File: src/rtl/bitblaster_pkg.sv
// Shared BitBlaster definitions: sequencer states, timestep and opcode
// constants, and the instruction legality decode used by sequencer and controller.
package bitblaster_pkg;

    typedef enum logic {
        IDLE = 1'b0,
        EXEC = 1'b1
    } seq_state_t;

    localparam logic [1:0] T0 = 2'b00;
    localparam logic [1:0] T1 = 2'b01;
    localparam logic [1:0] T2 = 2'b10;
    localparam logic [1:0] T3 = 2'b11;

    // Register-form opcodes live in INST[3:0] under PFX_REG; ADDI/SUBI are prefix-coded.
    localparam logic [3:0] OP_LOAD = 4'h0;
    localparam logic [3:0] OP_COPY = 4'h1;
    localparam logic [3:0] OP_ADD  = 4'h2;
    localparam logic [3:0] OP_SUB  = 4'h3;
    localparam logic [3:0] OP_AND  = 4'h4;
    localparam logic [3:0] OP_OR   = 4'h5;
    localparam logic [3:0] OP_XOR  = 4'h6;
    localparam logic [3:0] OP_NOT  = 4'h7;
    localparam logic [3:0] OP_SHL  = 4'h8;
    localparam logic [3:0] OP_SHR  = 4'h9;
    localparam logic [3:0] OP_INC  = 4'hA;
    localparam logic [3:0] OP_DEC  = 4'hB;
    localparam logic [3:0] OP_LAST_REG = OP_DEC;

    localparam logic [1:0] PFX_REG  = 2'b00;
    localparam logic [1:0] PFX_ADDI = 2'b10;
    localparam logic [1:0] PFX_SUBI = 2'b11;

    function automatic logic is_legal(input logic [9:0] inst);
        logic ok;
        ok = 1'b0;
        case (inst[9:8])
            PFX_REG:            ok = (inst[3:0] <= OP_LAST_REG);
            PFX_ADDI, PFX_SUBI: ok = 1'b1;
            default:            ok = 1'b0;
        endcase
        return ok;
    endfunction

endpackage

File: src/rtl/instr_sequencer.sv
// BitBlaster timestep sequencer and instruction register, with illegal-encoding
// and runaway detection plus a retired-instruction counter.
module instr_sequencer
    import bitblaster_pkg::*;
#(
    parameter int CNT_W = 16
) (
    input  logic             clk,
    input  logic             rst_n,
    input  logic             exec,
    input  logic             step_mode,
    input  logic [9:0]       data_in,
    input  logic             irin,
    input  logic             clr,
    output logic [1:0]       T,
    output logic [9:0]       IR,
    output logic             busy,
    output logic             done,
    output logic             illegal,
    output logic [CNT_W-1:0] retired
);

    seq_state_t       state_q, state_d;
    logic [1:0]       t_q, t_d;
    logic [9:0]       ir_q, ir_d;
    logic             done_q, done_d;
    logic             illegal_q, illegal_d;
    logic [CNT_W-1:0] retired_q, retired_d;
    logic             adv;

    always_ff @(posedge clk or negedge rst_n) begin
        if (!rst_n) begin
            state_q   <= IDLE;
            t_q       <= T0;
            ir_q      <= '0;
            done_q    <= 1'b0;
            illegal_q <= 1'b0;
            retired_q <= '0;
        end else begin
            state_q   <= state_d;
            t_q       <= t_d;
            ir_q      <= ir_d;
            done_q    <= done_d;
            illegal_q <= illegal_d;
            retired_q <= retired_d;
        end
    end

    always_comb begin
        // In free-run, EXEC advances every cycle and any exec pulse there is dropped.
        adv       = step_mode ? exec : ((state_q == EXEC) ? 1'b1 : exec);
        state_d   = state_q;
        t_d       = t_q;
        ir_d      = ir_q;
        done_d    = 1'b0;
        illegal_d = illegal_q;
        retired_d = retired_q;

        case (state_q)
            IDLE: begin
                if (adv && irin) begin
                    ir_d = data_in;
                    if (is_legal(data_in)) begin
                        state_d   = EXEC;
                        t_d       = T1;
                        illegal_d = 1'b0;
                    end else begin
                        illegal_d = 1'b1;
                    end
                end
            end
            EXEC: begin
                if (adv) begin
                    if (clr) begin
                        state_d   = IDLE;
                        t_d       = T0;
                        done_d    = 1'b1;
                        retired_d = retired_q + CNT_W'(1);
                    end else if (t_q != T3) begin
                        t_d = t_q + 2'd1;
                    end else begin
                        // Controller never ended the instruction: abort as runaway.
                        state_d   = IDLE;
                        t_d       = T0;
                        illegal_d = 1'b1;
                    end
                end
            end
            default: begin
                state_d = IDLE;
                t_d     = T0;
            end
        endcase
    end

    assign T       = t_q;
    assign IR      = ir_q;
    assign busy    = (state_q == EXEC);
    assign done    = done_q;
    assign illegal = illegal_q;
    assign retired = retired_q;

endmodule

File: config.mk
export PLATFORM = sky130hd
export DESIGN_NAME = instr_sequencer
export DESIGN_NICKNAME = d
export VERILOG_FILES = /design/src/rtl/bitblaster_pkg.sv /design/src/rtl/instr_sequencer.sv
export SDC_FILE = /design/constraint.sdc
export NUM_CORES = 1
export LEC_CHECK = 0
export BUFFER_PORTS_ARGS = -buffer_cell sky130_fd_sc_hd__buf_2
export CAP_MARGIN = 0
export CORE_UTILIZATION = 30
export DETAILED_ROUTE_END_ITERATION = 7
export SLEW_MARGIN = 20
export SYNTH_ARGS = -nofsm -noshare
export SYNTH_HDL_FRONTEND = slang
export SYNTH_SLANG_ARGS = --single-unit
File: constraint.sdc
create_clock -name clk -period 1.5 [get_ports clk]
set_input_delay 0.3 -clock clk [delete_from_list [all_inputs] [get_ports clk]]
set_output_delay 0.3 -clock clk [all_outputs]
set_load 0.005 [all_outputs]
==> results.md <==
Power and ir drop:
- The leakage power figure is 0.000887 µW.
- The worst IR drop on VDD is 0.705 mV.
- The ratio of total power to cell area is 1410 mW/mm².

Clocking:
- The number of clock buffers added by TritonCTS is 5.
- Counting every sink on the clock net gives 31.
- The H-tree generated during clock tree synthesis spans 2 levels.
- The longest clock path from root to sink contains 2 buffers.
- The later pin in the worst-skew pair is clocked with a latency of 0.28 ns.
- Clock-pin slew was measured on the worst setup and hold paths at 0.06 ns.
- The tree is rooted in a clkbuf_8.
- The clock tree from TritonCTS is built.

Detailed routing:
- The average wire per cell in the routed design is 12.4 µm.
- After the first detailed-routing iteration, the DRC count stood at 19.
- The DRC violation count after routing is 0.
- The final antenna-violating net count is 0.
- The final route contains 992 vias.
- The total wire length is 2650 µm.
- The number of detailed-route iterations in the first pass is 2.
- Using the TritonRoute via totals, the vias-per-cell ratio works out to 4.66.

STA:
- The routed design could run at a clock period as short as 1.41 ns.
- Setup total negative slack on the finished layout was measured at 0 ns.
- At the pin with the least slew margin, the transition time is 0.669 ns.
- The final-report setup violation count is 0.
- The maximum achievable frequency is 0.709 GHz.
- In the post-route analysis, the smallest setup slack over all paths is 0.0892 ns.
- Of the available clock period, the critical path in the final layout requires 0.941.
- The number of hold-slack violations in the final timing report is 0.
- The final-report max-slew violation count is 0.
- Setup repair after global routing could not meet its margin everywhere.
- The remaining max-slew budget at the tightest pin is 0.554.
- The worst clock skew on the final layout is 0.00337 ns.

Final layout:
- At the end of the flow, the number of nets in the layout was 182.
- The layout cell share with drive strength beyond 1 is 0.472.
- The utilization after layout is 0.431.
- The area added between synthesis and finish is 33.1%.
- The number of filler instances in the final layout is 405.
- The final antenna diode count is 0.
- The final cell count without fillers is 213.

Synthesis:
- The synthesized net count is 124.
- In this run, synthesis produced a sequential element count of 31.
- Of the synthesized area, sequential elements account for 0.578.
- The commonest cells after synthesis are dfrtp_1 (31), mux2_2 (11), xnor2_1 (11).
- The fraction of registers with async set/reset is 1.00.
- The number of warnings issued by yosys is 0.
- The most repeated cell in the gate-level netlist after synthesis is dfrtp_1.
- After synthesis, the cell types taking the most area are dfrtp_1 (58%), mux2_2 (9.2%), xnor2_1 (7.2%).
- The synthesized netlist occupies a cell area of 0.00134 mm².
- In the synthesized netlist the dominant register cell turns out to be dfrtp_1.
- The number of unique standard cell types used by synthesis is 25.
- The biggest area consumer among synthesized cells is dfrtp_1.
- The number of synthesized flops with an enable pin is 0.
- Counting every instance in the synthesized netlist gives 106.
- The share of synthesized area in the top cell type comes to 0.578.
- The post-synthesis area per instance is 12.7 µm².

GRT:
- The met2 global-route usage is 0.211.
- In the global route stage, overall resource usage came out at 0.127.
- The number of antenna violations at the first check in global routing came to 0.
- The met3 usage in global routing is 0.0526.
- Entering global routing, the biggest net connects 32 pins.
- met2 is the most crowded layer.
- The first-pass GRT wire length is 4330 µm.
- Summed over all layers, the global routing overflow is 0.
- The via count of the first global-routing pass was 983.
- The fraction of met1 tracks used by global routing is 0.147.

Floorplanning:
- Row generation in the floorplan step produced 23 rows.
- The effective utilization at floorplan is 0.324.
- The die covers 0.00474 mm².
- The vertical extent of the die is 68.9 µm.
- The top-level I/O count is 47.
- The core area is 0.00414 mm².
- The horizontal die dimension is 68.9 µm.

Critical path:
- The cell count of the worst reg-to-reg path is 5.
- STA classifies the critical path endpoint as a flop.
- The class of the most critical setup path is reg -> reg.
- Of all nets on the critical path, the largest fanout is 5.
- The endpoint identified for the worst register-to-register timing path is retired[14]$_DFFE_PN0P_.
- The kind of launch point of the worst setup path is a flop.
- At the worst endpoint, the required time is 1.66 ns.
- In this run the critical register-to-register path is launched from retired[0]$_DFFE_PN0P_.
- The setup check on the worst reg-to-reg path leaves a slack of 0.09 ns.
- Data on the critical path arrives at its endpoint at 1.57 ns.

Placed design:
- OpenSTA, run right after detailed placement, puts the worst setup slack at 0.0636 ns.
- The placer congestion estimate is 0.762.
- The number of placed instances, taps included, is 206.
- Buffers placed on the I/O ports in this run total 46.
- The total half-perimeter wirelength after legalization and detailed placement is 2000 µm.

Run status:
- The run finished with clean final reports.

Run:
- Across the run, the number of max-cap violations was 0.

Worst hold path:
- The min-delay analysis places its worst path in the category in -> async.
-- where the power goes --
| group | switching [µW] | internal, µW |
|---|---|---|
| logic | 330 | 429 |
| registers | 139 | 1030 |
| clock network | 272 | 308 |
| total | 741 | 1770 |
-- worst max-delay path by stage --
| stage | from | to | slack, ns | cells after the start |
|---|---|---|---|---|
| finish | retired[0]$_DFFE_PN0P_ | retired[14]$_DFFE_PN0P_ | 0.09 | 5 |
| global route | retired[0]$_DFFE_PN0P_ | retired[14]$_DFFE_PN0P_ | -0.06 | 5 |
| CTS | retired[4]$_DFFE_PN0P_ | retired[9]$_DFFE_PN0P_ | 0.05 | 4 |
| detailed placement | exec | retired[14]$_DFFE_PN0P_ | 0.06 | 5 |
| global placement | exec | retired[15]$_DFFE_PN0P_ | 0.09 | 5 |
| floorplan | retired[2]$_DFFE_PN0P_ | retired[14]$_DFFE_PN0P_ | 0.18 | 4 |
-- final cells by class --
class                      instances  area [µm²]  area share
tap                               50        62.6      0.0350
timing repair buffer              52         288       0.161
multi-input combinational         70         571       0.320
inverter                           4        15.0     0.00841
clock buffer                       6        72.6      0.0406
sequential                        31         777       0.435
-- cells in the final DEF, fill, tap and decap left out, types with 2 or more instances in the layout --
master and n:
nor4_4 2, and4_1 2, buf_4 5, inv_1 4, dfrtp_1 30, a21oi_1 4, nor2_1 4, o21ai_0 3
xor2_1 4, buf_2 46, mux2_2 11, clkbuf_8 5, nand3_1 6, nand2_1 6, xnor2_1 11, nand4_1 3
-- registers in the layout, indices dropped and copies added, names as in the netlist --
name     flops
retired     16
done         1
IR          10
busy         1
T            2
illegal      1
-- cell families (layout without fill, tap and decap cells) --
group | count (synthesis) | count (layout) | synth area share
simple gates | 32 | 32 | 0.154
buf+inv | 5 | 62 | 0.0149
mux | 11 | 11 | 0.0924
xor+xnor | 15 | 15 | 0.0979
compound gates | 10 | 10 | 0.0438
flops | 31 | 31 | 0.578
fa+ha+maj | 2 | 2 | 0.0187
-- through the flow --
step / hold WS, ns / cell area [µm²] / power (µW)
6_report: 0.0547 / 1790 / 2510
5_1_grt: 0.111 / 1790 / 2680
4_1_cts: 0.0814 / 1750 / 2470
3_5_place_dp: 0.381 / 1680 / 1880
3_3_place_gp: 0.366 / 1680 / 1860
2_1_floorplan: 0.00441 / 1340 / 1500
-- what timing repair did --
action                                  CTS  global route
gates resized for setup                   0             6
endpoints found under the setup margin    0             9
hold buffers                              0             0
setup buffers                             0             1
-- worst max-delay path, cell delays in order, from the launching register on --
cell     delay [ns]
dfrtp_1        0.40
ha_4           0.17
nand2_4        0.06
nor4_4         0.39
nand3_1        0.14
xnor2_1        0.14
-- layer usage --
| metal | vias to the layer above | share of wire |
|---|---|---|
| li1 | 487 | - |
| met1 | 463 | 0.42 |
| met2 | 38 | 0.48 |
| met3 | 4 | 0.080 |
| met4 | 0 | 0.010 |
| met5 | - | 0 |
(Power assumes the default switching activity.)
